--- src/rtl/fifo_pkg.sv ---
// Shared types and helpers for the write-side packet admission logic.
package fifo_pkg;

  typedef enum logic [1:0] {
    IDLE = 2'd0,
    PASS = 2'd1,
    DROP = 2'd2
  } state_t;

  localparam int GRAY_MAX_W = 32;

  // Gray-to-binary for any width up to GRAY_MAX_W; bits at or above w are ignored.
  function automatic logic [GRAY_MAX_W-1:0] gray2bin(input logic [GRAY_MAX_W-1:0] g,
                                                     input int w);
    logic [GRAY_MAX_W-1:0] gm;
    logic [GRAY_MAX_W-1:0] b;
    for (int i = 0; i < GRAY_MAX_W; i++) gm[i] = (i < w) ? g[i] : 1'b0;
    b[GRAY_MAX_W-1] = gm[GRAY_MAX_W-1];
    for (int i = GRAY_MAX_W - 2; i >= 0; i--) b[i] = b[i+1] ^ gm[i];
    return b;
  endfunction

endpackage

--- src/rtl/wr_pkt_admit_if.sv ---
// Upstream packet beat stream with start/end-of-packet markers.
interface wr_pkt_admit_if #(
    parameter int DATA_W = 8
);
    logic              s_valid;
    logic              s_ready;
    logic [DATA_W-1:0] s_data;
    logic              s_sop;
    logic              s_eop;

    modport master(output s_valid, s_data, s_sop, s_eop, input s_ready);
    modport slave (input s_valid, s_data, s_sop, s_eop, output s_ready);
endinterface

--- src/rtl/wr_pkt_admit.sv ---
// Admits whole packets into an async FIFO write port only when room for a
// maximum-length packet exists; truncates over-long packets and drops strays.
module wr_pkt_admit
    import fifo_pkg::*;
#(
    parameter int ADDR_LINES = 8,
    parameter int DATA_W     = 8,
    parameter int MAX_PKT    = 16
) (
    input  logic                  wclk,
    input  logic                  wrst,
    wr_pkt_admit_if.slave         s,
    input  logic [ADDR_LINES:0]   wq2_rptr,
    input  logic                  wfull,
    output logic                  winc,
    output logic [DATA_W-1:0]     wdata,
    output logic [ADDR_LINES:0]   wlevel,
    output logic                  trunc_err,
    output logic                  stray_err
);

    localparam int PW = ADDR_LINES + 1;
    localparam int CW = $clog2(MAX_PKT + 1);
    // free >= MAX_PKT+1  <=>  wlevel <= depth - MAX_PKT - 1 (no negative free)
    localparam logic [PW-1:0] LVL_LIMIT = PW'((2 ** ADDR_LINES) - MAX_PKT - 1);

    state_t            state_q, state_d;
    logic [CW-1:0]     cnt_q, cnt_d;
    logic [PW-1:0]     wcnt_q;
    logic [PW-1:0]     wlevel_q, wlevel_d;
    logic              winc_q, wr_d;
    logic [DATA_W-1:0] wdata_q;
    logic              trunc_q, trunc_d;
    logic              stray_q, stray_d;
    logic [PW-1:0]     rptr_bin;
    logic              ready;
    logic              acc;

    assign rptr_bin = PW'(gray2bin(GRAY_MAX_W'(wq2_rptr), PW));
    assign wlevel_d = wcnt_q + PW'(winc_q) - rptr_bin;

    always_comb begin
        state_d = state_q;
        cnt_d   = cnt_q;
        wr_d    = 1'b0;
        trunc_d = 1'b0;
        stray_d = 1'b0;
        ready   = 1'b0;
        if (wrst) ready = (state_q == IDLE) ? (wlevel_q <= LVL_LIMIT) : 1'b1;
        acc = s.s_valid & ready;
        if (acc) begin
            case (state_q)
                IDLE: begin
                    if (s.s_sop) begin
                        wr_d = 1'b1;
                        if (s.s_eop) begin
                            cnt_d = '0;
                        end else if (MAX_PKT == 1) begin
                            state_d = DROP;
                            trunc_d = 1'b1;
                        end else begin
                            state_d = PASS;
                            cnt_d   = CW'(1);
                        end
                    end else begin
                        stray_d = 1'b1;
                    end
                end
                PASS: begin
                    wr_d = 1'b1;
                    if (s.s_eop) begin
                        state_d = IDLE;
                        cnt_d   = '0;
                    end else if (cnt_q == CW'(MAX_PKT - 1)) begin
                        state_d = DROP;
                        cnt_d   = '0;
                        trunc_d = 1'b1;
                    end else begin
                        cnt_d = cnt_q + CW'(1);
                    end
                end
                DROP: begin
                    if (s.s_eop) state_d = IDLE;
                end
                default: state_d = IDLE;
            endcase
        end
    end

    always_ff @(posedge wclk or negedge wrst) begin
        if (!wrst) begin
            state_q  <= IDLE;
            cnt_q    <= '0;
            wcnt_q   <= '0;
            wlevel_q <= '0;
            winc_q   <= 1'b0;
            wdata_q  <= '0;
            trunc_q  <= 1'b0;
            stray_q  <= 1'b0;
        end else begin
            state_q  <= state_d;
            cnt_q    <= cnt_d;
            winc_q   <= wr_d;
            wlevel_q <= wlevel_d;
            trunc_q  <= trunc_d;
            stray_q  <= stray_d;
            if (wr_d) wdata_q <= s.s_data;
            if (winc_q && !wfull) wcnt_q <= wcnt_q + PW'(1);
        end
    end

    assign s.s_ready = ready;
    assign winc      = winc_q;
    assign wdata     = wdata_q;
    assign wlevel    = wlevel_q;
    assign trunc_err = trunc_q;
    assign stray_err = stray_q;

endmodule
--- src/flat_wrapper.sv ---
// flat-port wrapper written by rule: the top's interface ports become plain ports
module wr_pkt_admit_flat import fifo_pkg::*;
#(
    parameter int ADDR_LINES = 8,
    parameter int DATA_W     = 8,
    parameter int MAX_PKT    = 16
)
  (wclk, wrst, wq2_rptr, wfull, winc, wdata, wlevel, trunc_err, stray_err, s_s_valid, s_s_data, s_s_sop, s_s_eop, s_s_ready);
  wr_pkt_admit_if #(.DATA_W(DATA_W)) s_i ();
  input  logic wclk;
  input  logic wrst;
  input  logic [ADDR_LINES:0] wq2_rptr;
  input  logic wfull;
  output logic winc;
  output logic [DATA_W-1:0] wdata;
  output logic [ADDR_LINES:0] wlevel;
  output logic trunc_err;
  output logic stray_err;
  input wire logic [$bits(s_i.s_valid)-1:0] s_s_valid;
  input wire logic [$bits(s_i.s_data)-1:0] s_s_data;
  input wire logic [$bits(s_i.s_sop)-1:0] s_s_sop;
  input wire logic [$bits(s_i.s_eop)-1:0] s_s_eop;
  output wire logic [$bits(s_i.s_ready)-1:0] s_s_ready;
  assign s_i.s_valid = s_s_valid;
  assign s_i.s_data = s_s_data;
  assign s_i.s_sop = s_s_sop;
  assign s_i.s_eop = s_s_eop;
  assign s_s_ready = s_i.s_ready;
  wr_pkt_admit #(.ADDR_LINES(ADDR_LINES), .DATA_W(DATA_W), .MAX_PKT(MAX_PKT)) u_core (.wclk(wclk), .wrst(wrst), .s(s_i), .wq2_rptr(wq2_rptr), .wfull(wfull), .winc(winc), .wdata(wdata), .wlevel(wlevel), .trunc_err(trunc_err), .stray_err(stray_err));
endmodule
--- config.mk ---
export PLATFORM = sky130hd
export DESIGN_NAME = wr_pkt_admit_flat
export DESIGN_NICKNAME = d
export VERILOG_FILES = /design/src/rtl/fifo_pkg.sv /design/src/rtl/wr_pkt_admit_if.sv /design/src/rtl/wr_pkt_admit.sv /design/src/flat_wrapper.sv
export SDC_FILE = /design/constraint.sdc
export NUM_CORES = 1
export LEC_CHECK = 0
export CORE_MARGIN = 2
export CORE_UTILIZATION = 30
export DETAILED_ROUTE_END_ITERATION = 16
export PLACE_DENSITY = 0.56
export SETUP_SLACK_MARGIN = 0.3
export SYNTH_ARGS = -nofsm -noshare
export SYNTH_HDL_FRONTEND = slang
export SYNTH_SLANG_ARGS = --single-unit
--- constraint.sdc ---
create_clock -name wclk -period 2.7 [get_ports wclk]
set_clock_uncertainty 0.15 [all_clocks]
set_input_delay 0.27 -clock wclk [delete_from_list [all_inputs] [get_ports wclk]]
set_output_delay 0.27 -clock wclk [all_outputs]
set_load 0.005 [all_outputs]
==> summary.md <==
| Metric | Value |
|---|---|
| Final Instance Area | `0.002864 mm2` |
| Clock Pin Slew Worst Setup and Hold Paths | `0.07 ns` |
| P_sw | `841.7 uW` |
| Register area share after synthesis | `47.03%` |
| Vias | `1,542` |
| Final net count | `299` |
| Num CTS Buffers | `5` |
| Std cell rows | `29` |
| Die Ht | `83.91 um` |
| Share of the clock period used by the worst path | `105.6%` |
| Mapped Cells | `182` |
| Post-synth design cell area | `0.001916 mm2` |
| Synth cell types | `36` |
| Fin. Hold Viols | `0` |
| Arr. time, crit path | `2.91 ns` |
| CP dominant cell by count | `xor2_2` |
| Fin. max-slew vios | `0` |
| Initial antenna violation count | `0` |
| Initial Utilization | `30.52%` |
| RSZ-0062 raised after global routing | `true` |
| Drt pass-1 iters | `4` |
| Setup slack, reg-to-reg | `0.46 ns` |
| CP Capture Type | `flip-flop` |
| Vias/cell | `4.603` |
| Clk_lat worst skew | `0.29 ns` |
| Yosys top cell area share | `47.03%` |
| Htree depth | `2` |
| P_leak | `0.001324 uW` |
| Max_cap viols | `0` |
| CTS tree | `built` |
| Post-synth top area cell | `dfrtp_1` |
| Area grow syn2layout | `49.51%` |
| Largest net degree at the start of global routing | `25` |
| Slew HR | `75.32%` |
| Hold WC Path Type | `input pin to asynchronous set/reset pin` |
| Core area | `0.006277 mm2` |
| # diodes | `0` |
| DR WL/cell | `11.88 um` |
| First-pass GRT wire length | `6.962 mm` |
| Async S/R FF share, synth | `100.0%` |
| CP Cell Sequence | `buf_8 > xnor2_4 > xor2_2 > xor2_2 > xnor2_2 > buf_4 > buf_6 > xor2_2 > ha_1 > ha_4 > buf_6 > a211oi_2 > nor2_2 > o41ai_2 > xnor2_1` |
| Clk pwr share | `15.3%` |
| Total power | `2584 uW` |
| # IOs | `44` |
| Crit Path Category | `input pin to flip-flop` |
| Total wire length | `3.980 mm` |
| Root Buffer | `clkbuf_8` |
| FF-to-FF Start | `u_core.winc$_DFF_PN0_` |
| CP startpoint kind | `input pin` |
| Internal | `1742 uW` |
| Die Width | `83.91 um` |
| Overall die area | `0.007041 mm2` |
| Share of layout cells above drive strength 1 | `22.48%` |
| CTS sink cnt | `36` |
| Critical Path RT | `2.76 ns` |
| Worst VDD drop | `0.4441 mV` |
| Final weighted congestion in routability-driven placement | `0.7791` |
| Critical Path Max Stage Delay | `0.32 ns` |
| R2R Path End | `u_core.wlevel[6]$_DFF_PN0_` |
| Initial DRC Count | `21` |
| Sw Ratio | `32.57%` |
| GR Util All Layers | `12.42%` |
| Synth Flop Type | `dfrtp_1` |
| Failing checks | `negative setup slack` |
| ANT nets after route | `0` |
| Post-synth EDFFs | `0` |
| Synth Warn # | `0` |
| CP max-delay cell | `ha_1` |
| DP Area | `0.002613 mm2` |
| Worst Max-Slew Pin Slew | `0.3654 ns` |
| Post-DP HPWL | `2.979 mm` |
| DRC | `0` |
| Synth Register Bits | `36` |
| Worst setup margin | `-0.1521 ns` |
| Synth Net Count | `224` |
| Avg Cell Area, Syn | `10.53 um2` |
| CTS Buffer Depth | `2` |
| Number of global-route vias before repair | `1,533` |
| Outcome | `complete, but fails checks` |
| Gate power share | `54.4%` |
| Area contributors post-synth | `dfrtp_1 (47%), ha_1 (12%), xnor2_1 (7.8%)` |
| GR Overflow Total | `0` |
| Final setup viols | `4` |
| Highest clock rate | `0.3506 GHz` |
| PD cells | `902.3 mW/mm2` |
| IO Port Bufs | `43` |
| Minimum clock period | `2.852 ns` |
| Crit path max fanout | `3` |
| FF-to-FF path depth | `10` |
| Sequential fraction of design power | `30.2%` |
==> critical path: cells and delay by family <==
kind                     cells  cell delay [ns]
AO/OA/AOI/OAI                2             0.46
XOR/XNOR                     6             1.07
adder cells (fa/ha/maj)      2             0.56
buffers and inverters        4             0.47
AND/OR/NAND/NOR              1             0.07
==> state kept, by name, summed over array words and instances, names as in the netlist <==
| name | flops |
|---|---|
| u_core.winc | 1 |
| u_core.wlevel | 9 |
| u_core.trunc_err | 1 |
| u_core.stray_err | 1 |
| u_core.state_q | 2 |
| u_core.wdata | 8 |
| u_core.wcnt_q | 9 |
| u_core.cnt_q | 5 |
==> synth_stat cells, drive strengths merged (2+ instances only) <==
master,instances
and2,2
clkbuf,2
nor4,2
dfrtp,36
nor3,2
xnor2,19
o21ai,11
nor2b,2
nand2,33
a21o,2
ha,18
inv,4
nor2,12
a211oi,2
a21oi,3
xor2,9
nand3,6
==> power by group through the flow <==
stage	Sequential, uW	Clock (uW)	Combinational [uW]
floorplan	772	0	600
global placement	787	0	1100
detailed placement	787	0	1110
CTS	779	414	1180
global route	801	438	1560
finish	782	397	1410
==> per-stage QoR <==
step           cells  hold slack (ns)  util [%]  setup TNS, ns  setup WS [ns]
2_1_floorplan    182          -0.1756         -        -0.6735        -0.2077
3_3_place_gp     319          0.04599     41.62         -5.332        -0.9091
3_5_place_dp     319          0.05297     41.62         -5.496        -0.9107
4_1_cts          331           0.2456     44.01        -0.5383        -0.1892
5_1_grt          335           0.2723     45.62         -1.124        -0.3396
6_report         335           0.2551     45.62        -0.3943        -0.1521
==> kinds of logic after synthesis <==
group                      Yosys count  share of synthesized area (%)
AOI/OAI and AO/OA                   27                          9.144
xor gates and xnor gates            28                          14.37
adders and majority gates           19                          12.80
buffers and inverters                7                          1.437
DFF                                 36                          47.03
muxes                                1                         0.5878
and+or+nand+nor                     64                          14.63
==> metal layers <==
metal	global-route usage, %	wire [um]
met2	20.87	1986
met1	15.01	1756
met5	0	0
met4	4.839	67
met3	3.561	170
==> timing repair <==
item                                    CTS  global route
setup buffers                             3             4
pin swaps                                20            25
endpoints found under the hold margin    13             0
endpoints found under the setup margin    8             9
resized for setup                        16            13
hold buffers                              1             0
==> placed cells by master (no fill, tap or decap), drive strengths merged, types with 2 or more instances in the layout <==
cell type	n
clkdlybuf4s50	39
nand2	33
and2	2
clkbuf	6
nor2b	2
nor2	12
dfrtp	36
a21oi	3
inv	3
ha	18
nand3	6
clkinv	2
buf	30
xnor2	19
nor4	2
nor3	2
o21ai	11
a211oi	2
a21o	2
xor2	9
==> how the worst max path moves through the flow <==
stage	from	to	slack, ns	cells after the start
after floorplan	wq2_rptr[7]	u_core.wlevel[6]$_DFF_PN0_	-0.21	14
after global placement	wq2_rptr[7]	u_core.wlevel[6]$_DFF_PN0_	-0.91	15
after detailed placement	wq2_rptr[8]	u_core.wlevel[6]$_DFF_PN0_	-0.91	15
after CTS	wq2_rptr[8]	u_core.wlevel[6]$_DFF_PN0_	-0.19	14
after global routing	wq2_rptr[7]	u_core.wlevel[6]$_DFF_PN0_	-0.34	15
final	wq2_rptr[7]	u_core.wlevel[7]$_DFF_PN0_	-0.15	15
==> area by class of cell <==
cell class	instances	area, um2
sequential	36	900.9
multi-input combinational	139	1094
inverter	4	18.77
clock buffer	6	82.58
tap	77	96.34
fill	597	3413
timing repair buffer	71	661.9
clock inverter	2	10.01
(Power assumes the default switching activity.)
